File: src/rtl/mii_io_rx_pkg.sv
// mii_io_rx_pkg: shared constants, pin-nibble type and the receive sanitising
// function for the MII receive pin block.
//   MII_DIV_DEF        clk cycles per rx_clk period at 100 Mbit/s
//   MII_SLOW_MULT_DEF  period multiplier in 10 Mbit/s mode
//   MII_FALSE_CARRIER  rxd code driven for valid=0, err=1
package mii_io_rx_pkg;

  localparam int unsigned MII_DIV_DEF       = 5;
  localparam int unsigned MII_SLOW_MULT_DEF = 10;
  localparam logic [3:0]  MII_FALSE_CARRIER = 4'hE;

  // One nibble as it appears on the pins.
  typedef struct packed {
    logic       dv;
    logic       er;
    logic [3:0] d;
  } mii_nibble_t;

  // Map the core's valid/err/data onto legal MII receive pin values.
  function automatic mii_nibble_t mii_sanitise(input logic       valid,
                                               input logic       err,
                                               input logic [3:0] data);
    mii_nibble_t n;
    n.dv = valid;
    n.er = err;
    if (valid) begin
      n.d = data;
    end else if (err) begin
      n.d = MII_FALSE_CARRIER;
    end else begin
      n.d = 4'h0;
    end
    return n;
  endfunction

endpackage

File: src/rtl/mii_io_rx_if.sv
// mii_io_rx_if: core-side and pin-side signals of the MII receive pin block.
//   speed_10          1 = 10 Mbit/s period (quasi-static)
//   ce                one-cycle strobe per MII nibble period
//   valid/err/data    core receive nibble, sampled when ce=1
//   rx_clk            off-chip receive clock
//   rx_dv/rx_er/rxd   off-chip receive pins
// master: the pin block; slave: the core / pad side driving and observing it.
interface mii_io_rx_if;
  logic       speed_10;
  logic       ce;
  logic       valid;
  logic       err;
  logic [3:0] data;
  logic       rx_clk;
  logic       rx_dv;
  logic       rx_er;
  logic [3:0] rxd;

  modport master (
    input  speed_10, valid, err, data,
    output ce, rx_clk, rx_dv, rx_er, rxd
  );

  modport slave (
    output speed_10, valid, err, data,
    input  ce, rx_clk, rx_dv, rx_er, rxd
  );
endinterface

File: src/rtl/mii_io_rx_clk_gen.sv
// mii_clk_gen: MII period generator driven from the fast core clock.
//   clk         core clock
//   rst_n       asynchronous active-low reset
//   i_speed_10  1 = period DIV*SLOW_MULT, else DIV; latched only at period wrap
//   o_ce        registered, high in the first cycle of each period (rx_clk just rose)
//   o_rx_clk    registered, high for the first ceil(P/2) cycles of each period
//   o_fall      combinational, high in the cycle whose closing edge drops rx_clk
// The down-count cnt = P-1..0 is kept as an up-count of elapsed cycles so the
// reset value is the constant 0 regardless of speed.
module mii_clk_gen #(
  parameter int unsigned DIV       = 5,  // must be >= 3
  parameter int unsigned SLOW_MULT = 10
) (
  input  logic clk,
  input  logic rst_n,
  input  logic i_speed_10,
  output logic o_ce,
  output logic o_rx_clk,
  output logic o_fall
);

  localparam int unsigned PFast = DIV;
  localparam int unsigned PSlow = DIV * SLOW_MULT;
  localparam int unsigned CntW  = $clog2(PSlow);

  localparam logic [CntW-1:0] LastFast = CntW'(PFast - 1);
  localparam logic [CntW-1:0] LastSlow = CntW'(PSlow - 1);
  // Last elapsed value with rx_clk high, i.e. cnt == P/2.
  localparam logic [CntW-1:0] HighFast = CntW'(PFast - 1 - PFast / 2);
  localparam logic [CntW-1:0] HighSlow = CntW'(PSlow - 1 - PSlow / 2);

  logic [CntW-1:0] r_elapsed;
  logic            r_speed;
  logic            r_init;
  logic            r_ce;
  logic            r_rx_clk;

  logic [CntW-1:0] w_elapsed_d;
  logic [CntW-1:0] w_last;
  logic [CntW-1:0] w_high_end;
  logic [CntW-1:0] w_high_end_d;
  logic            w_speed;
  logic            w_speed_d;
  logic            w_wrap;

  always_comb begin
    // Until the first edge after reset the live input defines the first period.
    w_speed      = r_init ? i_speed_10 : r_speed;
    w_last       = w_speed ? LastSlow : LastFast;
    w_high_end   = w_speed ? HighSlow : HighFast;
    w_wrap       = (r_elapsed == w_last);
    w_elapsed_d  = w_wrap ? '0 : r_elapsed + CntW'(1);
    w_speed_d    = w_wrap ? i_speed_10 : w_speed;
    w_high_end_d = w_speed_d ? HighSlow : HighFast;
    o_fall       = (r_elapsed == w_high_end);
  end

  always_ff @(posedge clk or negedge rst_n) begin
    if (!rst_n) begin
      r_elapsed <= '0;
      r_speed   <= 1'b0;
      r_init    <= 1'b1;
      r_ce      <= 1'b0;
      r_rx_clk  <= 1'b0;
    end else begin
      r_elapsed <= w_elapsed_d;
      r_speed   <= w_speed_d;
      r_init    <= 1'b0;
      r_ce      <= w_wrap;
      r_rx_clk  <= (w_elapsed_d <= w_high_end_d);
    end
  end

  assign o_ce     = r_ce;
  assign o_rx_clk = r_rx_clk;

endmodule

File: src/rtl/mii_io_rx.sv
// mii_io_rx: PHY-side MII receive pin block.
//   clk    core clock (only clock)
//   rst_n  asynchronous active-low reset; pins drop to 0 immediately
//   bus    mii_io_rx_if.master: speed_10/valid/err/data in, ce/rx_clk/rx_dv/rx_er/rxd out
// The core nibble is captured and sanitised on ce, then moved to the pin
// registers on the edge that drops rx_clk, so the pins are stable for a full
// rx_clk period around the MAC's rising-edge sample.
module mii_io_rx
  import mii_io_rx_pkg::*;
#(
  parameter int unsigned DIV       = MII_DIV_DEF,
  parameter int unsigned SLOW_MULT = MII_SLOW_MULT_DEF
) (
  input logic         clk,
  input logic         rst_n,
  mii_io_rx_if.master bus
);

  logic        w_ce;
  logic        w_rx_clk;
  logic        w_fall;
  mii_nibble_t r_hold;
  mii_nibble_t r_pins;

  mii_clk_gen #(
    .DIV       (DIV),
    .SLOW_MULT (SLOW_MULT)
  ) u_clk_gen (
    .clk        (clk),
    .rst_n      (rst_n),
    .i_speed_10 (bus.speed_10),
    .o_ce       (w_ce),
    .o_rx_clk   (w_rx_clk),
    .o_fall     (w_fall)
  );

  // r_pins maps onto registered output IO cells.
  always_ff @(posedge clk or negedge rst_n) begin
    if (!rst_n) begin
      r_hold <= '0;
      r_pins <= '0;
    end else begin
      if (w_ce) begin
        r_hold <= mii_sanitise(bus.valid, bus.err, bus.data);
      end
      if (w_fall) begin
        r_pins <= r_hold;
      end
    end
  end

  assign bus.ce     = w_ce;
  assign bus.rx_clk = w_rx_clk;
  assign bus.rx_dv  = r_pins.dv;
  assign bus.rx_er  = r_pins.er;
  assign bus.rxd    = r_pins.d;

endmodule

File: src/flat_wrapper.sv
// flat-port wrapper written by rule: the top's interface ports become plain ports
module mii_io_rx_flat import mii_io_rx_pkg::*;
#(
  parameter int unsigned DIV       = MII_DIV_DEF,
  parameter int unsigned SLOW_MULT = MII_SLOW_MULT_DEF
)
  (clk, rst_n, bus_speed_10, bus_valid, bus_err, bus_data, bus_ce, bus_rx_clk, bus_rx_dv, bus_rx_er, bus_rxd);
  mii_io_rx_if bus_i ();
  input logic clk;
  input logic rst_n;
  input wire logic [$bits(bus_i.speed_10)-1:0] bus_speed_10;
  input wire logic [$bits(bus_i.valid)-1:0] bus_valid;
  input wire logic [$bits(bus_i.err)-1:0] bus_err;
  input wire logic [$bits(bus_i.data)-1:0] bus_data;
  output wire logic [$bits(bus_i.ce)-1:0] bus_ce;
  output wire logic [$bits(bus_i.rx_clk)-1:0] bus_rx_clk;
  output wire logic [$bits(bus_i.rx_dv)-1:0] bus_rx_dv;
  output wire logic [$bits(bus_i.rx_er)-1:0] bus_rx_er;
  output wire logic [$bits(bus_i.rxd)-1:0] bus_rxd;
  assign bus_i.speed_10 = bus_speed_10;
  assign bus_i.valid = bus_valid;
  assign bus_i.err = bus_err;
  assign bus_i.data = bus_data;
  assign bus_ce = bus_i.ce;
  assign bus_rx_clk = bus_i.rx_clk;
  assign bus_rx_dv = bus_i.rx_dv;
  assign bus_rx_er = bus_i.rx_er;
  assign bus_rxd = bus_i.rxd;
  mii_io_rx #(.DIV(DIV), .SLOW_MULT(SLOW_MULT)) u_core (.clk(clk), .rst_n(rst_n), .bus(bus_i));
endmodule
File: config.mk
export PLATFORM = sky130hd
export DESIGN_NAME = mii_io_rx_flat
export DESIGN_NICKNAME = d
export VERILOG_FILES = /design/src/rtl/mii_io_rx_pkg.sv /design/src/rtl/mii_io_rx_if.sv /design/src/rtl/mii_io_rx_clk_gen.sv /design/src/rtl/mii_io_rx.sv /design/src/flat_wrapper.sv
export SDC_FILE = /design/constraint.sdc
export NUM_CORES = 1
export LEC_CHECK = 0
export CORE_MARGIN = 5
export CORE_UTILIZATION = 40
export DETAILED_ROUTE_END_ITERATION = 16
export PLACE_DENSITY = 0.64
export SLEW_MARGIN = 20
export SYNTH_ARGS = -nofsm -noshare
export SYNTH_HDL_FRONTEND = slang
export SYNTH_SLANG_ARGS = --single-unit
File: constraint.sdc
create_clock -name clk -period 5.02 [get_ports clk]
set_clock_uncertainty 0.05 [all_clocks]
set_input_delay 1.004 -clock clk [delete_from_list [all_inputs] [get_ports clk]]
set_output_delay 1.004 -clock clk [all_outputs]
set_load 0.03 [all_outputs]
Word-level counts from Yosys, hierarchy flattened:

Index checks and enable logic that the tools add are counted.

* bits in read-only memories: 0
* logic and storage cells: 23
* register bits after elaboration: 22
* bits in latches: 0
* memory bits (writable): 0
* memories: 0

* multiplexer cells: 8
* $mul: 0
* eq/ne operators: 2
* order comparisons: 1
* divide/modulo/power cells: 0
* add/subtract/negate cells: 1
* bitwise logic cells: 0
* reductions and logical operators: 0
* shift-type cells: 0

Operator list (count)
* 6-bit two-way mux: 2
* 5-bit two-way mux: 2
* 4-bit two-way mux: 2
* 6-bit by 1-bit adder with 6-bit output, second input constant: 1
* 6-bit by 5-bit equality test with 1-bit output: 1
* 6-bit equality test: 1
* 6-bit by 5-bit less-or-equal comparator with 1-bit output: 1
* 1-bit two-way mux: 2

Depth between registers and ports, before layout:

Gate-level depths: netlist of run 1.

* word-level depth: 6
* mapped depth: 10
* gate-level depth less buffers: 10

Modules after synthesis:

A second synthesis of run 1 with hierarchy kept.

* cells, all modules: 87
* area, all modules: 1091.0 sq um

Modules (own cells, without submodules)
* mii_clk_gen: area an instance 570.5 sq um, cells each 52, sequential area each 251.5 sq um, times used 1
* mii_io_rx: area an instance 520.5 sq um, cells each 35, sequential area each 300.3 sq um, times used 1

Worst setup path after synthesis of run 1:

Ideal clock, no wire load.

* kind: input to register
* start: input bus_speed_10
* end: register u_core.u_clk_gen.r_rx_clk, in the netlist u_core.u_clk_gen.o_rx_clk
* stages on the path: 9
* library setup time: 0.077 ns
* data arrival time: 2.689 ns
* path slack: 2.203 ns
* cell sequence: mux2i_1 nor4_1 o21ai_2 mux2i_1 ha_1 nor2b_1 o21a_1 o22a_1 a21oi_1

* word-level cells in the longest chain between the ends: 6

Ends and longest elaborated chain
* start, declared: RTL line flat_wrapper.sv:11 `input wire logic [$bits(bus_i.speed_10)-1:0] bus_speed_10;`
* 1-bit two-way mux: RTL line mii_io_rx_clk_gen.sv:48 `w_speed = r_init ? i_speed_10 : r_speed;`
* 6-bit two-way mux: RTL line mii_io_rx_clk_gen.sv:49 `w_last = w_speed ? LastSlow : LastFast;`
* 6-bit equality test: RTL line mii_io_rx_clk_gen.sv:51 `w_wrap = (r_elapsed == w_last);`
* 1-bit two-way mux: RTL line mii_io_rx_clk_gen.sv:53 `w_speed_d = w_wrap ? i_speed_10 : w_speed;`
* 5-bit two-way mux: RTL line mii_io_rx_clk_gen.sv:54 `w_high_end_d = w_speed_d ? HighSlow : HighFast;`
* 6-bit by 5-bit less-or-equal comparator with 1-bit output (*): RTL line mii_io_rx_clk_gen.sv:70 `r_rx_clk <= (w_elapsed_d <= w_high_end_d);`
* end signal, assigned: RTL line mii_io_rx_clk_gen.sv:70
* end, declared: RTL line mii_io_rx_clk_gen.sv:36 `logic r_rx_clk;`

Mark *: on every way between the ends. The rest lies on a longest branch, timed or not.
A chain may end at the register's enable or synchronous reset.

Worst setup path in the final report of run 1:

Ends and elaborated chain as after synthesis.

==> results of run 1 <==
-- worst max path at each step --
stage	depth (start not counted)	to	slack (ns)
4_1_cts	10	u_core.u_clk_gen.o_rx_clk	1.78
3_3_place_gp	10	u_core.u_clk_gen.o_rx_clk	1.59
6_report	10	u_core.u_clk_gen.o_rx_clk	1.77
5_1_grt	10	u_core.u_clk_gen.o_rx_clk	1.56
3_5_place_dp	10	u_core.u_clk_gen.o_rx_clk	1.46
2_1_floorplan	9	u_core.u_clk_gen.o_rx_clk	2.20
-- flip-flops by register name (all words and copies together) (netlist names) --
name	cells
u_core.bus.rx_dv	1
u_core.bus.rx_er	1
u_core.bus.rxd	4
u_core.r_hold	6
u_core.u_clk_gen.o_ce	1
u_core.u_clk_gen.o_rx_clk	1
u_core.u_clk_gen.r_elapsed	6
u_core.u_clk_gen.r_init	1
u_core.u_clk_gen.r_speed	1
-- metrics by stage --
step	instance area (um^2)	utilization	power (W)
after global routing	1256	0.5071	0.0008716
final	1256	0.5071	0.0008083
after floorplan	1031	-	0.0005898
after CTS	1261	0.5091	0.0008166
after detailed placement	1225	0.4944	0.0007201
after global placement	1225	0.4944	0.0007027
-- per-layer routing --
metal | track usage | up-vias | wire length [um]
li1 | - | 351 | -
met1 | 0.1355 | 353 | 830
met2 | 0.2137 | 16 | 960
met3 | 0.02766 | 2 | 130
met4 | 0.04025 | 0 | 17
met5 | 0 | - | 0
-- layout make-up --
cell class	instances	area, um^2	share of cell area
repair buffers	16	155.1	0.1235
clock buffers	4	36.28	0.02888
multi-input cells	62	464.2	0.3695
inverters	3	11.26	0.008964
flip-flops and latches	22	551.8	0.4392
well taps	30	37.54	0.02988
-- power groups by stage --
| stage | combinational, W | sequential [W] | clock, W |
|---|---|---|---|
| 6_report | 0.000387 | 0.000326 | 0.0000955 |
| 5_1_grt | 0.000425 | 0.000336 | 0.000110 |
| 4_1_cts | 0.000391 | 0.000326 | 0.0000994 |
| 3_5_place_dp | 0.000391 | 0.000329 | 0 |
| 3_3_place_gp | 0.000377 | 0.000326 | 0 |
| 2_1_floorplan | 0.000218 | 0.000371 | 0 |
-- cells by family after synthesis --
logic type                 synth area share
buffers and inverters               0.01456
DFF                                  0.5352
xor gates and xnor gates            0.02549
AOI/OAI and AO/OA                    0.1044
muxes                                0.1323
adders and majority gates           0.04855
and+or+nand+nor                      0.1359
other                              0.003637
-- worst reg2reg max path, stage by stage, from the launching register on --
cell and delay, ns:
dfstp_2 0.57, mux2i_1 0.33, nor4_1 0.12, o21ai_2 0.28, mux2i_1 0.36, ha_1 0.31, nor2b_1 0.14, o21a_1 0.17
o22a_1 0.19, a21oi_1 0.11
-- cell usage in the layout (no fill, tap or decap), types with 3 or more instances in the layout --
master,Yosys,layout
a21oi_1,8,8
clkbuf_4,0,3
clkdlybuf4s50_1,0,15
dfrtp_1,21,21
ha_1,4,4
inv_1,3,3
mux2_2,7,7
nand2_1,3,3
nand3_1,4,4
nor2_1,8,8
nor3_1,3,3
xnor2_1,3,3
==> results by group, run 1 <==
Timing
  • Setup violators final: 0
  • Hold Slack: 0.4570 ns
  • Final Slew Violations: 0
  • Max Fclk: 308.1 MHz
  • Final period utilization: 0.6466
  • Final min period: 3.246 ns
  • RSZ-0062 raised after global routing: no
  • Fin. Hold Viols: 0
  • Setup slack after layout: 1.774 ns
  • Setup TNS: 0 ns

Drt
  • Routed vias/inst: between 5 and 6
  • Initial DRC Count: 22
  • Drc violations: 0
  • DRT Pass-1 Iters: 4
  • Routed WL: between 1500 and 2000 um
  • Routed WL per cell: about 14 um
  • DR vias: about 720
  • Post-route ant nets: 0

Power
  • Switching Share: 0.3941
  • Pleak: 0.5426 nW
  • VDD IR max: 381.0 uV
  • Internal: roughly 0.0005 W
  • P per Cell Area: approximately 640 mW/mm^2
  • Share of power burned in registers: 0.403
  • Power share of the combinational group: 0.479
  • Clock power share: 0.118
  • Sw Pwr: 0.0003185 W

Critical path
  • Crit path max-delay family: compound AO/OA/AOI/OAI gates
  • Crit path required time: 5.21 ns
  • Critical Path Max Stage Delay: 0.45 ns
  • Max stage delay cell, worst path: clkdlybuf4s50_1
  • R2r setup slk: approximately 2.3 ns
  • CP arrival: 3.43 ns
  • Worst r2r src: u_core.u_clk_gen.r_init
  • Crit path max fanout: 6
  • Buffers & Inverters on Critical Path: 1
  • Crit start category: input pin
  • Most used cell, CP: mux2i_1
  • CP endpoint kind: flop
  • Crit Path Class: in -> reg
  • R2R Path End: u_core.u_clk_gen.o_rx_clk
  • Worst setup path start: bus_speed_10
  • Ordered list of cells on the worst path: clkdlybuf4s50_1, mux2i_1, nor4_1, o21ai_2, mux2i_1, ha_1, nor2b_1, o21a_1, o22a_1, a21oi_1
  • Worst Reg-to-Reg Cells: 9

Status
  • Status: finished, final reports clean

Cells and area
  • Non-Filler Instances: 137
  • Share of cells above drive strength 1: 0.1589
  • Area grow syn2layout: 21.84%
  • Fill cells: 235
  • Layout Nets: 121
  • Diodes inserted: 0

Floorplanning
  • Die Ht: about 60 um
  • IO Pins: 17
  • Core area: about 0.0025 mm^2
  • Die width: between 60 and 70 um
  • Initial Util: 0.4162
  • Die area: approximately 0.0037 mm^2
  • Row count: 18

Global route
  • Initial antenna violation count: 0
  • Grt ovf: 0
  • First-pass GRT wire length: between 3000 and 4000 um
  • GRT Util Overall: 0.1180
  • Largest net degree at the start of global routing: 23
  • Vias in the first global route: 785

Yosys
  • Syn_area_per_cell: 11.72 um^2
  • Post-Syn Instances: 88
  • Flops & latches, synth: 22
  • Synth top area share: 0.5097
  • Post-synth top cells: dfrtp_1 (21), a21oi_1 (8), nor2_1 (8)
  • Most common cell in the netlist: dfrtp_1
  • FFs w/ async S/R, synth: 1.000
  • Area of the mapped netlist: 0.001031 mm^2
  • Main area contributors after synthesis: dfrtp_1 (51%), mux2_2 (7.6%), ha_1 (4.9%)
  • Register area share after synthesis: 0.5352
  • Synth cell types: 28
  • Largest area contributor in the netlist: dfrtp_1
  • Post-synth EDFFs: 0
  • Mapped Nets: 101
  • Synth Warn #: 0
  • Top_reg_cell synth: dfrtp_1

Clocking
  • Setup Buffers After CTS: 0
  • Root buf cell: clkbuf_4
  • Post-CTS resize count: 0
  • Post-cts hold buffer count: 0
  • Clock latency on the worst-skew pair: 0.30 ns
  • CTS tree: done
  • Clock Tree Buf Depth: 2
  • Clock buffer count from CTS: 3
  • TritonCTS Sinks: 22
  • Clock slew at reported path FFs: roughly 0.12 ns
  • H-tree depth: 1

Placement
  • Detailed placement HPWL: 1514 um
  • Worst slack, placed: 1.465 ns
  • IO buf count: 16
  • Placed insts: 133
  • RD Place Congestion: 0.7285

Run
  • Maxcap violations: 0

Min path
  • Min-Delay Endpoint: u_core.bus.rxd[3]
  • HP Start: u_core.r_hold[3]
  • Hold Path Class: reg -> reg
  • Worst Hold Depth: 1
(Power assumes the default switching activity.)
==> inputs of run 2 (changes only) <==
Settings changed: PLACE_DENSITY 0.64 to 0.66.
Clock period 5.02 ns to 2.9 ns, I/O delays scaled along.
==> results by group, run 2 (synthesis results as in run 1) <==
Drt
  • Routed WL: 2018 um (+4.2%)
  • Routed vias/inst: 5.343 (+1.4%)
  • Initial DRC Count: 29 (+32%)
  • DR vias: 764 (+5.8%)
  • DRT Pass-1 Iters: 4 (unchanged)
  • Post-route ant nets: 0 (unchanged)
  • Routed WL per cell: 14.11 um (-0.19%)
  • Drc violations: 0 (unchanged)

Global route
  • Grt ovf: 0 (unchanged)
  • Initial antenna violation count: 0 (unchanged)
  • GRT Util Overall: 0.1279 (+0.009846)
  • First-pass GRT wire length: 3463 um (+6.8%)
  • Vias in the first global route: 758 (-3.4%)
  • Largest net degree at the start of global routing: 23 (unchanged)

Run
  • Maxcap violations: 0 (unchanged)

Critical path
  • CP arrival: 2.80 ns (-0.63 ns)
  • Crit Path Class: in -> reg
  • Crit start category: input pin
  • Crit path max fanout: 5 (-1)
  • Ordered list of cells on the worst path: clkdlybuf4s50_1, mux2i_1, and4_1, o21ai_2, mux2i_1, ha_1, nor2b_1, o21a_1, o22a_1, a21oi_1
  • Critical Path Max Stage Delay: 0.49 ns (+0.04 ns)
  • Max stage delay cell, worst path: clkdlybuf4s50_1
  • CP endpoint kind: flop
  • Most used cell, CP: mux2i_1
  • Crit path required time: 3.09 ns (-2.12 ns)

Timing
  • Max Fclk: 383.2 MHz
  • Setup TNS: 0 ns (unchanged)
  • Final Slew Violations: 0 (unchanged)
  • Final min period: 2.610 ns
  • Setup violators final: 0 (unchanged)
  • Final period utilization: 0.9000
  • Fin. Hold Viols: 0 (unchanged)
  • RSZ-0062 raised after global routing: no

Placement
  • RD Place Congestion: 0.7277 (-0.11%)
  • IO buf count: 16 (unchanged)
  • Placed insts: 139 (+4.5%)
  • Detailed placement HPWL: 1537 um (+1.6%)

Floorplanning
  • Die width: 60.77 um (unchanged)
  • Die Ht: 60.77 um (unchanged)
  • Die area: 0.003693 mm^2 (unchanged)
  • IO Pins: 17 (unchanged)
  • Core area: 0.002477 mm^2 (unchanged)
  • Initial Util: 0.4162 (unchanged)
  • Row count: 18 (unchanged)

Power
  • VDD IR max: 534.1 uV (+40%)
  • Pleak: 0.5654 nW (+4.2%)
  • P per Cell Area: 1071 mW/mm^2 (+66%)

Clocking
  • CTS tree: done
  • Post-CTS resize count: 0 (unchanged)
  • Clock latency on the worst-skew pair: 0.31 ns (about the same)
  • Clock buffer count from CTS: 3 (unchanged)
  • Root buf cell: clkbuf_4
  • TritonCTS Sinks: 22 (unchanged)
  • Clock Tree Buf Depth: 2 (unchanged)
  • H-tree depth: 1 (unchanged)
  • Clock slew at reported path FFs: 0.12 ns (about the same)
  • Setup Buffers After CTS: 0 (unchanged)
  • Post-cts hold buffer count: 0 (unchanged)

Min path
  • Hold Path Class: reg -> reg

Cells and area
  • Area grow syn2layout: 25.73%
  • Non-Filler Instances: 143 (+4.4%)
  • Most frequent cells in the layout: dfrtp_1 (21), clkdlybuf4s50_1 (16), nor2_1 (8), a21oi_1 (8), mux2_2 (7)
  • Layout Nets: 127 (+5.0%)
  • Fill cells: 225 (-4.3%)
  • Diodes inserted: 0 (unchanged)
  • Commonest non-fill, non-tap cell in the layout: dfrtp_1
  • Share of cells above drive strength 1: 0.1858 (+0.02696)

Status
  • Status: finished, final reports clean
## run 2: cell count changes in the layout (fill, tap and decap cells not counted), sizes merged
cell / change
buf: +5
clkdlybuf4s50: +1
## run 2: area by class of cell
type                       instances  area [um^2]  area share
clock buffer                       4        26.28     0.02027
timing repair buffer              22        205.2      0.1583
inverter                           3        11.26    0.008687
sequential                        22        551.8      0.4257
tap                               30        37.54     0.02896
multi-input combinational         62        464.2      0.3581
## run 2: critical path: cells and delay by family
| family | cells | cell delay (ns) |
|---|---|---|
| adders and majority gates | 1 | 0.28 |
| buffers and inverters | 1 | 0.49 |
| muxes | 2 | 0.41 |
| AOI/OAI and AO/OA | 4 | 0.68 |
| and+or+nand+nor | 2 | 0.37 |
## run 2: worst paths after layout
path                                    startpoint                             to  slack (ns)  depth (start not counted)
min reg2reg                      u_core.bus.rxd[3]              u_core.bus.rxd[3]        0.45                          1
max                                   bus_speed_10      u_core.u_clk_gen.o_rx_clk        0.29                         10
max reg2reg                u_core.u_clk_gen.r_init      u_core.u_clk_gen.o_rx_clk        0.40                          9
max in group asynchronous                    rst_n        u_core.u_clk_gen.r_init        1.95                          2
min                              u_core.bus.rxd[3]              u_core.bus.rxd[3]        0.45                          1
min in group asynchronous                    rst_n  u_core.u_clk_gen.r_elapsed[3]        0.56                          2
## run 2: layer usage
metal / vias up / wire (um) / GRT usage
met1: 368 / 852 / 0.1596
met5: - / 0 / 0
li1: 361 / - / -
met4: 0 / 24 / 0.05573
met2: 29 / 975 / 0.2107
met3: 6 / 166 / 0.02979
## run 2: per-stage QoR
step / utilization / power (W) / hold WS, ns / setup slack (ns) / instance area (um^2)
2_1_floorplan: - / 0.001021 / 0.2344 / 0.5048 / 1031
3_3_place_gp: 0.5126 / 0.001229 / 0.4151 / 0.07691 / 1270
3_5_place_dp: 0.5126 / 0.001261 / 0.4360 / -0.04352 / 1270
4_1_cts: 0.5232 / 0.001406 / 0.4624 / 0.2830 / 1296
5_1_grt: 0.5232 / 0.001513 / 0.4835 / 0.03440 / 1296
6_report: 0.5232 / 0.001388 / 0.4548 / 0.2901 / 1296
## run 2: where the power goes
group          total (W)  switching, W  internal (W)
clock network   0.000143     0.0000889     0.0000536
registers       0.000565      0.000121      0.000444
logic           0.000681      0.000343      0.000338
==> inputs of run 3 (changes only) <==
Settings changed: TNS_END_PERCENT set to 50.
==> results of run 3 <==
The final DEF is identical to that of run 2; final timing and power are the same.
